<file path="config.mk">
export PLATFORM = sky130hd
export DESIGN_NAME = seq_nbyonemux
export DESIGN_NICKNAME = d
export VERILOG_FILES = /design/src/rtl/seq_nbyonemux.sv
export SDC_FILE = /design/constraint.sdc
export NUM_CORES = 1
export LEC_CHECK = 0
export CAP_MARGIN = 20
export CORE_MARGIN = 1
export CORE_UTILIZATION = 39
export CTS_CLUSTER_SIZE = 14
export DETAILED_ROUTE_END_ITERATION = 8
export PLACE_DENSITY = 0.83
export SLEW_MARGIN = 15
export SYNTH_ARGS = -nofsm -noshare
export SYNTH_HDL_FRONTEND = slang
export SYNTH_SLANG_ARGS = --single-unit
</file>
<file path="constraint.sdc">
create_clock -name clk -period 2.9 [get_ports clk]
set_input_delay 0.29 -clock clk [delete_from_list [all_inputs] [get_ports clk]]
set_output_delay 0.29 -clock clk [all_outputs]
set_load 0.05 [all_outputs]
</file>
<file path="src/rtl/seq_nbyonemux.sv">
// rtl/seq_nbyonemux.sv - registered N-to-1 mux with handshaked select and break-before-make dead time
// A channel change blanks the output for GAP+1 cycles so no mixed word ever reaches downstream logic.
module seq_nbyonemux #(
  parameter int WIDTH   = 8,
  parameter int NCH     = 4,
  parameter int SELW    = $clog2(NCH),
  parameter int GAP     = 2,
  parameter int RST_SEL = 0
) (
  input  logic                   clk,
  input  logic                   rst,
  input  logic [NCH*WIDTH-1:0]   in,
  input  logic [SELW-1:0]        sel_req,
  input  logic                   sel_vld,
  output logic                   sel_rdy,
  output logic [WIDTH-1:0]       y,
  output logic                   y_vld,
  output logic [SELW-1:0]        cur_sel,
  output logic                   err
);

  localparam int CNTW = (GAP > 1) ? $clog2(GAP) : 1;

  typedef enum logic {S_RUN, S_GAP} state_t;

  state_t            state_q, state_d;
  logic [SELW-1:0]   cur_sel_q, cur_sel_d;
  logic [SELW-1:0]   pend_q, pend_d;
  logic [CNTW-1:0]   cnt_q, cnt_d;
  logic [WIDTH-1:0]  y_q, y_d;
  logic              y_vld_q, y_vld_d;
  logic              err_q, err_d;

  logic [WIDTH-1:0]  ch [NCH];
  logic              req_oob;

  for (genvar c = 0; c < NCH; c++) begin : g_unpack
    assign ch[c] = in[c*WIDTH +: WIDTH];
  end

  // Zero-extend by one bit so NCH itself is representable when NCH is a power of two.
  assign req_oob = ({1'b0, sel_req} >= (SELW+1)'(NCH));

  always_comb begin
    state_d   = state_q;
    cur_sel_d = cur_sel_q;
    pend_d    = pend_q;
    cnt_d     = cnt_q;
    y_d       = y_q;
    y_vld_d   = y_vld_q;
    err_d     = 1'b0;
    case (state_q)
      S_RUN: begin
        y_d     = ch[cur_sel_q];
        y_vld_d = 1'b1;
        if (sel_vld) begin
          if (req_oob) begin
            err_d = 1'b1;
          end else if (sel_req != cur_sel_q) begin
            pend_d  = sel_req;
            cnt_d   = CNTW'(GAP - 1);
            state_d = S_GAP;
            y_d     = '0;
            y_vld_d = 1'b0;
          end
        end
      end
      S_GAP: begin
        y_d     = '0;
        y_vld_d = 1'b0;
        if (cnt_q != '0) begin
          cnt_d = cnt_q - 1'b1;
        end else begin
          cur_sel_d = pend_q;
          state_d   = S_RUN;
        end
      end
      default: begin
        state_d = S_RUN;
        y_d     = '0;
        y_vld_d = 1'b0;
      end
    endcase
  end

  always_ff @(posedge clk or posedge rst) begin
    if (rst) begin
      state_q   <= S_RUN;
      cur_sel_q <= SELW'(RST_SEL);
      pend_q    <= SELW'(RST_SEL);
      cnt_q     <= '0;
      y_q       <= '0;
      y_vld_q   <= 1'b0;
      err_q     <= 1'b0;
    end else begin
      state_q   <= state_d;
      cur_sel_q <= cur_sel_d;
      pend_q    <= pend_d;
      cnt_q     <= cnt_d;
      y_q       <= y_d;
      y_vld_q   <= y_vld_d;
      err_q     <= err_d;
    end
  end

  assign sel_rdy = (state_q == S_RUN);
  assign y       = y_q;
  assign y_vld   = y_vld_q;
  assign cur_sel = cur_sel_q;
  assign err     = err_q;

endmodule

</file>
==> flow_summary.toml <==
[sta]
fin_ws_ns = 0.608
rsz0062_at_grt = "no"
drv_slew = 0
holdWs_ns = 0.354
hold_violations = 0
period_share = 0.791
slew_headroom = 0.538
setup_viol = 0
setup-tns-final_ns = 0
skew_ns = 0.000929
fmax_ghz = 0.436
tightest_slew_ns = 0.692
min_period_ns = 2.29

[worst_setup_path]
cp.arrival_ns = 2.00
endpoint_kind = "output port"
slowest_stage = "clkdlybuf4s50_1"
r2r_cells = 2
r2r-start = "cur_sel[0]$_DFFE_PP0P_"
startpoint = "cur_sel[0]$_DFFE_PP0P_"
crit_fanout = 11
path_class = "flip-flop to output port"
start_kind = "flip-flop"
rr_endpoint = "y[5]$_DFF_PP0_"
cp_cell_sequence = "clkdlybuf4s50_1"
reg2reg_slack_ns = 1.23
crit_buf_inv = 1
cp.required_ns = 2.61
max_stage_delay_ns = 0.93
critical-path-top-delay-family = "buffers and inverters"

[floorplanning]
fp.coreArea_um2 = 1980
dieArea_um2 = 2320
ios = 50
die_x_um = 48.1
die-height_um = 48.1
num_rows = 16
start_util = 0.419

[detailed_routing]
drc = 0
via_count = 608
drt-wirelength-per-cell_um = 13.9
dr.pass1.iters = 2
viasPerCell = 4.83
drtAntennaViolNets = 0
drtIter0Drc = 6
drt_wl_total_mm = 1.75

[layout]
final_common_cell = "clkdlybuf4s50_1"
n_antenna_cell = 0
drive_gt1_frac = 0.212
fin_util = 0.676
fin_cells = 126
syn_to_final_growth_pct = 61.5
finalInstanceArea_um2 = 1340
fill_cells = 135
seq_area_um2 = 375
final_cell_mix = "clkdlybuf4s50_1 (48), dfrtp_1 (15), mux4_2 (8)"
nNetsFinal = 137
multi_input_area_um2 = 417

[cts]
htreeDepth = 1
cts_sinks = 15
ctsHoldBuffers = 0
cts_tree = "yes"
path_clk_slew_ns = 0.09
numCtsBuffers = 3
cts_buffer_depth = 2
cts_resized = 0
post_cts_buffers = 0
root_buffer = "clkbuf_4"
clk_latency_ns = 0.28

[global_route]
busiest_layer = "met2"
grt_usage = 0.182
grt_first_pass_wirelength_mm = 2.75
grt_max_degree = 16
grtUsageMet2 = 0.332
met3_usage = 0.0444
grt_pass1_vias = 625
use_met1 = 0.192
overflow = 0
antenna_found_initial = 0

[placement]
placed_cells = 122
dp_hpwl_mm = 1.37
port_buffers = 48
post-place-ws_ns = 0.883
placed_cell_area_um2 = 1310
gp_congestion = 0.698

[power_and_ir_drop]
irDropWorstVdd_uv = 588
power_density_nw_per_um2 = 1040
p_leak_nw = 0.527
power.total_mw = 1.39

[synthesis]
syn_area_per_cell_um2 = 16.3
syn-num-nets = 88
yosys_warnings = 0
syn_inst = 51
ys_types = 17
synth.cell_area_um2 = 830
yosys_register_bits = 15
ys_seq_area_frac = 0.452

[job]
max_cap_viol_count = 0

[status]
status = "finished clean"

[hold_path]
hold_class = "input pin to asynchronous set/reset pin"
==> power by group <==
part           switching [mW]  total (mW)  internal, mW  leakage, nW
sequential              0.132       0.439         0.307        0.189
combinational           0.430       0.835         0.405        0.323
clock                  0.0644       0.118        0.0533       0.0150
==> area by class of cell <==
class,instances,share of cell area
timing repair buffer,48,0.359
multi-input combinational,30,0.311
sequential,15,0.280
tap,27,0.0252
clock buffer,4,0.0196
inverter,2,0.00560
==> kinds of logic (layout without fill, tap and decap cells) <==
logic type / after synthesis / after routing / share of synthesized area
DFF: 15 / 15 / 0.452
buffers and inverters: 6 / 54 / 0.0452
other: 1 / 1 / 0.00452
and+or+nand+nor: 11 / 11 / 0.0980
AOI/OAI and AO/OA: 4 / 4 / 0.0619
xor gates and xnor gates: 2 / 2 / 0.0664
muxes: 12 / 12 / 0.271
==> synth_stat cells <==
cell type | number | share of area
dfrtp_1 | 15 | 0.45
mux4_2 | 8 | 0.22
nor3b_1 | 7 | 0.063
mux2_2 | 4 | 0.054
buf_4 | 2 | 0.018
inv_1 | 2 | 0.0091
nand2b_1 | 2 | 0.015
xnor2_4 | 2 | 0.066
a21boi_4 | 1 | 0.023
a21o_2 | 1 | 0.011
a21oi_4 | 1 | 0.020
buf_6 | 1 | 0.014
clkbuf_1 | 1 | 0.0045
conb_1 | 1 | 0.0045
nor2_1 | 1 | 0.0045
nor3b_2 | 1 | 0.015
o21a_1 | 1 | 0.0091
==> state kept, by name, indices dropped and copies added (netlist names) <==
name / count
y_vld: 1
state_q: 1
cnt_q: 1
pend_q: 2
y: 8
cur_sel: 2
==> how the worst max path moves through the flow <==
stage	end	slack, ns	cells past startpoint
floorplan	y[7]$_DFF_PP0_	1.25	3
global placement	cur_sel[0]	0.91	1
detailed placement	cur_sel[0]	0.88	1
CTS	cur_sel[0]	0.57	1
global route	cur_sel[0]	0.46	1
finish	cur_sel[0]	0.61	1
==> per-layer routing <==
metal	up-vias	routed length [um]
met5	-	0
met2	37	930
met4	0	27
li1	284	-
met1	285	658
met3	2	137
(Power assumes the default switching activity.)
